[config.mk]
export PLATFORM = sky130hd
export DESIGN_NAME = cache_fill_ctrl_flat
export DESIGN_NICKNAME = d
export VERILOG_FILES = /design/src/rtl/cache_fill_ctrl_pkg.sv /design/src/rtl/cache_fill_ctrl_if.sv /design/src/rtl/cache_fill_ctrl_fill_counter.sv /design/src/rtl/cache_fill_ctrl.sv /design/src/flat_wrapper.sv
export SDC_FILE = /design/constraint.sdc
export NUM_CORES = 1
export LEC_CHECK = 0
export BUFFER_PORTS_ARGS = -buffer_cell sky130_fd_sc_hd__buf_4
export CAP_MARGIN = 5
export CORE_ASPECT_RATIO = 2
export CORE_MARGIN = 1
export CORE_UTILIZATION = 41
export DETAILED_ROUTE_END_ITERATION = 6
export GPL_ROUTABILITY_DRIVEN = 0
export GPL_TIMING_DRIVEN = 0
export PLACE_DENSITY = 0.79
export SETUP_SLACK_MARGIN = 0.02
export SLEW_MARGIN = 20
export SYNTH_ARGS = -nofsm -noshare
export SYNTH_HDL_FRONTEND = slang
export SYNTH_SLANG_ARGS = --single-unit
[constraint.sdc]
create_clock -name clk -period 1.68 [get_ports clk]
set_input_delay 0.336 -clock clk [delete_from_list [all_inputs] [get_ports clk]]
set_output_delay 0.336 -clock clk [all_outputs]
set_load 0.01 [all_outputs]
[src/rtl/cache_fill_ctrl_pkg.sv]
// Shared types and default geometry for the cache block fill controller.
package cache_fill_ctrl_pkg;

    localparam int DEF_DATA_W = 16;
    localparam int DEF_ADDR_W = 16;
    localparam int DEF_WORDS  = 8;
    localparam int DEF_TAG_W  = 9;

    // Counters need one extra bit so a full block count (WORDS) is representable.
    localparam int OFFSET_W = $clog2(DEF_WORDS) + 1;

    localparam int CNT_ISSUE = 0;
    localparam int CNT_RECV  = 1;

    typedef enum logic [1:0] {
        IDLE = 2'd0,
        FILL = 2'd1,
        DONE = 2'd2
    } state_t;

    function automatic int offset_w(input int words);
        return $clog2(words) + 1;
    endfunction

endpackage

[src/rtl/cache_fill_ctrl_if.sv]
// Miss/memory/cache-array bundle of the fill controller; master = controller side.
// crit_valid exists only when CACHE_FILL_CRIT_WORD_FIRST_EN is defined.
interface cache_fill_ctrl_if
    import cache_fill_ctrl_pkg::*;
#(
    parameter int DATA_W = DEF_DATA_W,
    parameter int ADDR_W = DEF_ADDR_W,
    parameter int WORDS  = DEF_WORDS,
    parameter int TAG_W  = DEF_TAG_W
);
    localparam int IDX_W = $clog2(WORDS);

    logic              miss_req;
    logic [ADDR_W-1:0] miss_addr;
    logic              mem_ren;
    logic [ADDR_W-1:0] mem_addr;
    logic              mem_valid;
    logic [DATA_W-1:0] mem_data;
    logic              data_wen;
    logic [IDX_W-1:0]  word_idx;
    logic [DATA_W-1:0] fill_data;
    logic              tag_wen;
    logic [TAG_W-1:0]  fill_tag;
    logic              busy;
    logic              done;

`ifdef CACHE_FILL_CRIT_WORD_FIRST_EN
    logic              crit_valid;

    modport master (
        input  miss_req, miss_addr, mem_valid, mem_data,
        output mem_ren, mem_addr, data_wen, word_idx, fill_data,
        output tag_wen, fill_tag, busy, done, crit_valid
    );
    modport slave (
        output miss_req, miss_addr, mem_valid, mem_data,
        input  mem_ren, mem_addr, data_wen, word_idx, fill_data,
        input  tag_wen, fill_tag, busy, done, crit_valid
    );
`else
    modport master (
        input  miss_req, miss_addr, mem_valid, mem_data,
        output mem_ren, mem_addr, data_wen, word_idx, fill_data,
        output tag_wen, fill_tag, busy, done
    );
    modport slave (
        output miss_req, miss_addr, mem_valid, mem_data,
        input  mem_ren, mem_addr, data_wen, word_idx, fill_data,
        input  tag_wen, fill_tag, busy, done
    );
`endif

endinterface

[src/rtl/cache_fill_ctrl_fill_counter.sv]
// Saturating up-counter with synchronous clear; full flags a count of WORDS.
module fill_counter
    import cache_fill_ctrl_pkg::*;
#(
    parameter int WORDS = DEF_WORDS,
    parameter int CNT_W = OFFSET_W
) (
    input  logic             clk,
    input  logic             rst,
    input  logic             clr,
    input  logic             en,
    output logic [CNT_W-1:0] count,
    output logic             full
);
    logic [CNT_W-1:0] count_reg;

    always_ff @(posedge clk or posedge rst) begin
        if (rst) begin
            count_reg <= '0;
        end else if (clr) begin
            count_reg <= '0;
        end else if (en && !full) begin
            count_reg <= count_reg + CNT_W'(1);
        end
    end

    assign count = count_reg;
    assign full  = (count_reg == CNT_W'(WORDS));

endmodule

[src/rtl/cache_fill_ctrl.sv]
// Cache block fill: on a miss, read WORDS words from memory, stream them into the data array, then write the tag.
// Define CACHE_FILL_CRIT_WORD_FIRST_EN to fetch the missed word first and expose crit_valid.
module cache_fill_ctrl
    import cache_fill_ctrl_pkg::*;
#(
    parameter int DATA_W = DEF_DATA_W,
    parameter int ADDR_W = DEF_ADDR_W,
    parameter int WORDS  = DEF_WORDS,
    parameter int TAG_W  = DEF_TAG_W
) (
    input logic               clk,
    input logic               rst,
    cache_fill_ctrl_if.master bus
);
    localparam int IDX_W = $clog2(WORDS);
    localparam int CNT_W = offset_w(WORDS);

    state_t            state_reg, state_next;
    logic [ADDR_W-1:0] base_reg;
    logic [TAG_W-1:0]  tag_reg;
    logic [ADDR_W-1:0] miss_base;
    logic [IDX_W-1:0]  start_idx;
    logic              capture;
    logic              mem_ren, data_wen, tag_wen, busy, done;

    logic [1:0]        cnt_en, cnt_full;
    logic [CNT_W-1:0]  cnt_val [2];
    logic [CNT_W-1:0]  issue_cnt, recv_cnt;
    logic              issue_full, recv_full;
    logic [IDX_W-1:0]  issue_slot, fetch_slot;

    for (genvar gi = 0; gi < 2; gi++) begin : g_cnt
        fill_counter #(.WORDS(WORDS), .CNT_W(CNT_W)) u_cnt (
            .clk   (clk),
            .rst   (rst),
            .clr   (capture),
            .en    (cnt_en[gi]),
            .count (cnt_val[gi]),
            .full  (cnt_full[gi])
        );
    end

    assign cnt_en[CNT_ISSUE] = mem_ren;
    assign cnt_en[CNT_RECV]  = data_wen;
    assign issue_cnt  = cnt_val[CNT_ISSUE];
    assign recv_cnt   = cnt_val[CNT_RECV];
    assign issue_full = cnt_full[CNT_ISSUE];
    assign recv_full  = cnt_full[CNT_RECV];

    assign capture   = (state_reg == IDLE) && bus.miss_req;
    assign miss_base = {bus.miss_addr[ADDR_W-1:CNT_W], {CNT_W{1'b0}}};

    always_ff @(posedge clk or posedge rst) begin
        if (rst) begin
            base_reg <= '0;
            tag_reg  <= '0;
        end else if (capture) begin
            base_reg <= miss_base;
            tag_reg  <= miss_base[ADDR_W-1 -: TAG_W];
        end
    end

    always_ff @(posedge clk or posedge rst) begin
        if (rst) begin
            state_reg <= IDLE;
        end else begin
            state_reg <= state_next;
        end
    end

    always_comb begin
        state_next = state_reg;
        case (state_reg)
            IDLE:    if (bus.miss_req) state_next = FILL;
            FILL:    if (tag_wen) state_next = DONE;
            DONE:    state_next = IDLE;
            default: state_next = IDLE;
        endcase
    end

    // Responses beyond the block (recv_full) are dropped rather than overwriting slot 0.
    always_comb begin
        mem_ren  = 1'b0;
        data_wen = 1'b0;
        tag_wen  = 1'b0;
        busy     = 1'b0;
        done     = 1'b0;
        case (state_reg)
            FILL: begin
                busy     = 1'b1;
                mem_ren  = !issue_full;
                data_wen = bus.mem_valid && !recv_full;
                tag_wen  = data_wen && (recv_cnt == CNT_W'(WORDS - 1));
            end
            DONE:    done = 1'b1;
            default: ;
        endcase
    end

`ifdef CACHE_FILL_CRIT_WORD_FIRST_EN
    logic [IDX_W-1:0] start_reg;

    always_ff @(posedge clk or posedge rst) begin
        if (rst) begin
            start_reg <= '0;
        end else if (capture) begin
            start_reg <= bus.miss_addr[IDX_W:1];
        end
    end

    assign start_idx      = start_reg;
    assign bus.crit_valid = data_wen && (recv_cnt == '0);
`else
    assign start_idx = '0;
`endif

    // Once all requests are out, the address stays on the last slot fetched.
    assign issue_slot = issue_full ? IDX_W'(WORDS - 1) : issue_cnt[IDX_W-1:0];
    assign fetch_slot = start_idx + issue_slot;

    assign bus.mem_ren   = mem_ren;
    assign bus.mem_addr  = base_reg + ADDR_W'({fetch_slot, 1'b0});
    assign bus.data_wen  = data_wen;
    assign bus.word_idx  = data_wen ? (start_idx + recv_cnt[IDX_W-1:0]) : '0;
    assign bus.fill_data = data_wen ? bus.mem_data : '0;
    assign bus.tag_wen   = tag_wen;
    assign bus.fill_tag  = tag_reg;
    assign bus.busy      = busy;
    assign bus.done      = done;

    logic spare_bits_unused;
`ifdef CACHE_FILL_CRIT_WORD_FIRST_EN
    assign spare_bits_unused = ^{bus.miss_addr[0], issue_cnt[IDX_W]};
`else
    assign spare_bits_unused = ^{bus.miss_addr[CNT_W-1:0], issue_cnt[IDX_W]};
`endif

endmodule

[src/flat_wrapper.sv]
// flat-port wrapper written by rule: the top's interface ports become plain ports
module cache_fill_ctrl_flat import cache_fill_ctrl_pkg::*;
#(
    parameter int DATA_W = DEF_DATA_W,
    parameter int ADDR_W = DEF_ADDR_W,
    parameter int WORDS  = DEF_WORDS,
    parameter int TAG_W  = DEF_TAG_W
)
  (clk, rst, bus_miss_req, bus_miss_addr, bus_mem_valid, bus_mem_data, bus_mem_ren, bus_mem_addr, bus_data_wen, bus_word_idx, bus_fill_data, bus_tag_wen, bus_fill_tag, bus_busy, bus_done);
  cache_fill_ctrl_if #(.DATA_W(DATA_W), .ADDR_W(ADDR_W), .WORDS(WORDS), .TAG_W(TAG_W)) bus_i ();
  input logic clk;
  input logic rst;
  input wire logic [$bits(bus_i.miss_req)-1:0] bus_miss_req;
  input wire logic [$bits(bus_i.miss_addr)-1:0] bus_miss_addr;
  input wire logic [$bits(bus_i.mem_valid)-1:0] bus_mem_valid;
  input wire logic [$bits(bus_i.mem_data)-1:0] bus_mem_data;
  output wire logic [$bits(bus_i.mem_ren)-1:0] bus_mem_ren;
  output wire logic [$bits(bus_i.mem_addr)-1:0] bus_mem_addr;
  output wire logic [$bits(bus_i.data_wen)-1:0] bus_data_wen;
  output wire logic [$bits(bus_i.word_idx)-1:0] bus_word_idx;
  output wire logic [$bits(bus_i.fill_data)-1:0] bus_fill_data;
  output wire logic [$bits(bus_i.tag_wen)-1:0] bus_tag_wen;
  output wire logic [$bits(bus_i.fill_tag)-1:0] bus_fill_tag;
  output wire logic [$bits(bus_i.busy)-1:0] bus_busy;
  output wire logic [$bits(bus_i.done)-1:0] bus_done;
  assign bus_i.miss_req = bus_miss_req;
  assign bus_i.miss_addr = bus_miss_addr;
  assign bus_i.mem_valid = bus_mem_valid;
  assign bus_i.mem_data = bus_mem_data;
  assign bus_mem_ren = bus_i.mem_ren;
  assign bus_mem_addr = bus_i.mem_addr;
  assign bus_data_wen = bus_i.data_wen;
  assign bus_word_idx = bus_i.word_idx;
  assign bus_fill_data = bus_i.fill_data;
  assign bus_tag_wen = bus_i.tag_wen;
  assign bus_fill_tag = bus_i.fill_tag;
  assign bus_busy = bus_i.busy;
  assign bus_done = bus_i.done;
  cache_fill_ctrl #(.DATA_W(DATA_W), .ADDR_W(ADDR_W), .WORDS(WORDS), .TAG_W(TAG_W)) u_core (.clk(clk), .rst(rst), .bus(bus_i));
endmodule
# After elaboration in Yosys (flattened, before gate mapping)
# Cells that the tools add are included.
# classes
n_addsub	3
eq_ne	7
muxes	15
reduce_logical	11
# ops
operator	count
$add A16 B4 Y16	1
$mux W16	1
$mux W4	4
$add A4 B1 Y4 const B	2
$eq A4 B4 Y1 const B	2
$mux W3	2
$logic_and A1 B1 Y1	5
$mux W1	5
$eq A4 B3 Y1 const B	1
$mux W2	2
$ne A2 B2 Y1 const B	2
$pmux W2 S2	1
$reduce_bool A2 Y1	2
$eq A2 B1 Y1 const B	1
$eq A2 B2 Y1 const B	1
$logic_not A1 Y1	2
$logic_not A2 Y1	1
$reduce_and A2 Y1	1
# word_totals
register_bits	31
in_bits	36
out_inout_bits	49
wordCells	41

# Depth between registers and ports, before layout
# depth
depth_word	7
ltp_mapped	6
ltp_nobuf	5

# Modules after synthesis
# From an unflattened synthesis, not the netlist that was laid out.
# hier_totals
hier_cells	124
area_unflattened_um2	1293.7
# by_module_without_submodules
module	n_inst	cells_each	area_each_um2	seq_area_each_um2
cache_fill_ctrl	1	74	820.8	350.3
fill_counter	2	25	236.5	100.1

# Worst setup path after synthesis
# No wires, ideal clock.
# synth_timing
kind	reg-to-output
from	register u_core.g_cnt[1].u_cnt.count_reg[0]
to	output bus_fill_data[0]
t_arrival_ns	1.256
t_required_ns	1.344
setup_slack_ns	0.088
path_stages_with_launch	6
path_buffers	1
path_cell_list	dfrtp_1 > inv_1 > ha_1 > nand3b_1 > clkbuf_1 > and3_1
# synth_between
elab_chain_len	5
# synth_rtl
item	line	source
from (decl)	cache_fill_ctrl_fill_counter.sv:15	logic [CNT_W-1:0] count_reg;
from (signal assigned)	cache_fill_ctrl_fill_counter.sv:23	count_reg <= count_reg + CNT_W'(1);
$eq A4 B4 Y1	cache_fill_ctrl_fill_counter.sv:28	assign full = (count_reg == CNT_W'(WORDS));
$logic_not A1 Y1	cache_fill_ctrl.sv:92	data_wen = bus.mem_valid && !recv_full;
$logic_and A1 B1 Y1	cache_fill_ctrl.sv:92	
$mux W1	cache_fill_ctrl.sv:88	case (state_reg)
$mux W16	cache_fill_ctrl.sv:125	assign bus.fill_data = data_wen ? bus.mem_data : '0;
to (decl)	flat_wrapper.sv:21	output wire logic [$bits(bus_i.fill_data)-1:0] bus_fill_data;
# No other way between the ends.

# Worst setup path after layout
# layout_timing
from	register u_core.g_cnt[1].u_cnt.count_reg[0]
to	output bus_fill_data[7]
# Same word-level chain as after synthesis.

==> insert_results.sql <==
INSERT INTO impl_metrics (metric_group, metric, value, unit) VALUES
('cells_and_area', 'seqCellArea', '551', 'sq um'),
('floorplan', 'placement_rows', '28', ''),
('pwr', 'pwr_density_cell', '1730', 'nW/um^2'),
('status', 'run_status', 'finished with violations', ''),
('grt', 'grt_start_max_net_pins', '23', ''),
('critical_path', 'wp_data_required', '1340', 'ps'),
('drt', 'post_drt_wl_per_cell', '13.5', 'um'),
('grt', 'grt_antenna_before_repair', '0', ''),
('timing', 'final_period_minus_worst_setup_slack', '1860', 'ps'),
('floorplan', 'chip_width', '41.0', 'um'),
('pwr', 'internal-power', '0.00243', 'W'),
('critical_path', 'crit_path_start_kind', 'flop', ''),
('logic_synthesis', 'synth_edf_count', '0', ''),
('logic_synthesis', 'yosys.cell_count.top_type', 'sky130_fd_sc_hd__nand2_1', ''),
('timing', 'fin_skew', '6.59', 'ps'),
('floorplan', 'floorplan.die_area', '3290', 'sq um'),
('grt', 'total_gr_overflow', '0', ''),
('critical_path', 'timing.setup.critical_path_class', 'flop to output pin', ''),
('clock_network', 'tritoncts_num_sinks', '22', ''),
('logic_synthesis', 'synthesis.area', '1250', 'sq um'),
('logic_synthesis', 'netlist_top_cells_area', 'sky130_fd_sc_hd__dfrtp_1, sky130_fd_sc_hd__nand2_1, sky130_fd_sc_hd__and3_1', ''),
('logic_synthesis', 'post-synth-top-area-cell', 'sky130_fd_sc_hd__dfrtp_1', ''),
('logic_synthesis', 'netlist-cell-type-count', '29', ''),
('grt', 'grt_use_total', '23.5', '%'),
('grt', 'via_count_of_the_first_global_routing_pass', '1308', ''),
('critical_path', 'worstPathMaxFanout', '10', ''),
('critical_path', 'cp_slowest_stage_delay', '430', 'ps'),
('clock_network', 'cts.reportedPaths.clkPinSlew', '80', 'ps'),
('logic_synthesis', 'asyncSetResetFlopFracSynth', '100', '%'),
('clock_network', 'clock_tree.buffer_depth', '2', ''),
('logic_synthesis', 'netlist.area_leader.share', '44.0', '%'),
('placed_design', 'numPlacedInstances', '254', ''),
('drt', 'dr.pass1.iters', '4', ''),
('logic_synthesis', 'yosys_warnings', '0', ''),
('critical_path', 'critPathCaptureType', 'output pin', ''),
('clock_network', 'insertion_delay', '260', 'ps'),
('worst_hold_path', 'hold_class', 'input port to asynchronous set/reset pin', ''),
('drt', 'detail_route.drc_violations', '0', ''),
('timing', 'final_min_period_over_clock_period', '110', '%'),
('cells_and_area', 'syn2layout_area_growth', '78.7', '%'),
('drt', 'detail_route.iter0.violations', '13', ''),
('clock_network', 'cts_tree', 'yes', ''),
('pwr', 'max-vdd-ir-drop', '1.12', 'mV'),
('drt', 'via_count', '1384', ''),
('timing', 'unrepaired_setup_endpoints_after_global_routing', 'true', ''),
('cells_and_area', 'num-fill-cells', '210', ''),
('status', 'violations', 'setup timing', ''),
('grt', 'grt_pass1_wl', '5360', 'um'),
('clock_network', 'cts_inserted_buffers', '3', ''),
('critical_path', 'critical_path.slowest_cell', 'sky130_fd_sc_hd__dfrtp_1', ''),
('pwr', 'switching_power', '0.00142', 'W'),
('pwr', 'seq_power_share', '25.2', '%'),
('placed_design', 'placement.io_buffers', '79', ''),
('logic_synthesis', 'yosys_register_bits', '22', ''),
('placed_design', 'detailed_place_hpwl', '2560', 'um'),
('critical_path', 'worstPathArrival', '1520', 'ps'),
('timing', 'setup_violations', '22', ''),
('timing', 'timing.final.hold_violations', '0', ''),
('pwr', 'switching_share', '36.9', '%'),
('logic_synthesis', 'synth.yosys.seq_area_share', '44.0', '%'),
('logic_synthesis', 'synth.cells.most_frequent', 'sky130_fd_sc_hd__nand2_1, sky130_fd_sc_hd__dfrtp_1, sky130_fd_sc_hd__and3_1, sky130_fd_sc_hd__buf_4, sky130_fd_sc_hd__inv_1', ''),
('drt', 'antenna_left', '0', ''),
('floorplan', 'core_region_area', '2940', 'sq um'),
('floorplan', 'ioPinCount', '85', ''),
('pwr', 'power.combinational.fraction', '62.4', '%'),
('drt', 'postRouteWirelength', '3750', 'um'),
('timing', 'finalWorstSetupSlack', '-176', 'ps'),
('critical_path', 'worstPathBufferInverterCount', '3', ''),
('timing', 'maxClockFrequency', '539', 'MHz'),
('run', 'maxCapViolations', '0', ''),
('cells_and_area', 'nNetsFinal', '288', '');
[per-stage QoR]
stage	util, %	area (sq um)	hold slack, ps	setup TNS [ps]
finish	75.9	2230	240	-2910
global route	75.9	2230	261	-4010
CTS	73.4	2160	260	-2100
detailed placement	63.9	1880	479	-1560
global placement	63.9	1880	461	-1460
floorplan	-	1250	325	0
[per-layer routing]
| layer | global-route usage, % | part of all wire, % | routed length, um | vias up |
|---|---|---|---|---|
| met5 | 0 | 0 | 0 | - |
| li1 | - | - | - | 668 |
| met1 | 23.1 | 33 | 1230 | 638 |
| met4 | 6.00 | 1.3 | 49 | 0 |
| met2 | 45.6 | 59 | 2220 | 71 |
| met3 | 2.21 | 6.8 | 255 | 7 |
[worst reg2reg max path: cells and delay by family (launching register included)]
kind | cells | cell delay (ps)
AND/OR/NAND/NOR | 3 | 440
flip-flops | 1 | 390
buffers and inverters | 4 | 600
[cell type report]
cell class	count	area share [%]
well taps	30	1.68
flip-flops and latches	22	24.6
clock inverters	1	1.34
multi-input cells	100	28.9
repair buffers	98	34.6
plain buffers	16	5.77
inverters	7	1.18
clock buffers	3	1.85
[cells by family (layout without fill, tap and decap cells)]
kind of cell / Yosys count / after routing / synth area share (%)
AO/OA/AOI/OAI: 8 / 8 / 3.80
adder cells (fa/ha/maj): 4 / 4 / 4.00
buffers and inverters: 23 / 125 / 10.9
flip-flops: 22 / 22 / 44.0
multiplexers: 3 / 3 / 2.40
other: 1 / 1 / 0.300
AND/OR/NAND/NOR: 84 / 84 / 34.5
[path summary, 6_finish.rpt]
| path | cells past startpoint | endpoint | start | slack (ps) |
|---|---|---|---|---|
| max in group asynchronous | 2 | u_core.state_reg[1]$_DFFE_PP0P_ | rst | 930 |
| worst max-delay path | 6 | bus_fill_data[7] | u_core.g_cnt[1].u_cnt.count[0]$_DFFE_PP0P_ | -180 |
| worst max register to register | 7 | u_core.bus.fill_tag[3]$_DFFE_PP0P_ | u_core.state_reg[1]$_DFFE_PP0P_ | 140 |
| worst min-delay path | 2 | u_core.bus.fill_tag[3]$_DFFE_PP0P_ | rst | 240 |
| worst min register to register | 2 | u_core.base_reg[4]$_DFFE_PP0P_ | u_core.base_reg[4]$_DFFE_PP0P_ | 490 |
| min in group clk | 3 | u_core.bus.fill_tag[4]$_DFFE_PP0P_ | bus_miss_addr[11] | 260 |
[cells in the final DEF (no fill, tap or decap), types with 2 or more instances in the layout]
master	count
sky130_fd_sc_hd__clkbuf_8	4
sky130_fd_sc_hd__nand3b_1	3
sky130_fd_sc_hd__ha_4	2
sky130_fd_sc_hd__o21ai_0	4
sky130_fd_sc_hd__and3_1	12
sky130_fd_sc_hd__buf_6	12
sky130_fd_sc_hd__and4b_1	2
sky130_fd_sc_hd__inv_2	5
sky130_fd_sc_hd__nand2_1	42
sky130_fd_sc_hd__inv_1	2
sky130_fd_sc_hd__mux2i_1	3
sky130_fd_sc_hd__nand3_1	5
sky130_fd_sc_hd__buf_2	2
sky130_fd_sc_hd__nor3_2	2
sky130_fd_sc_hd__and2_1	2
sky130_fd_sc_hd__buf_4	98
sky130_fd_sc_hd__o31ai_1	2
sky130_fd_sc_hd__dfrtp_1	22
sky130_fd_sc_hd__and3_4	5
[repair_timing]
| action | 4_1_cts | 5_1_grt |
|---|---|---|
| buffers inserted | 17 | 2 |
| gates resized for setup | 25 | 13 |
| gates cloned | 0 | 0 |
| hold buffers | 0 | 0 |
| pin swaps | 6 | 2 |
| setup endpoints to repair | 23 | 25 |
[power groups by stage]
stage	logic [W]	registers [W]	clock network, W
2_1_floorplan	0.000943	0.00101	0
3_3_place_gp	0.00179	0.000987	0
3_5_place_dp	0.00185	0.000993	0
4_1_cts	0.00225	0.000963	0.000493
5_1_grt	0.00264	0.00101	0.000510
6_report	0.00241	0.000970	0.000479
Note: power is estimated with default switching activity, not from simulation.
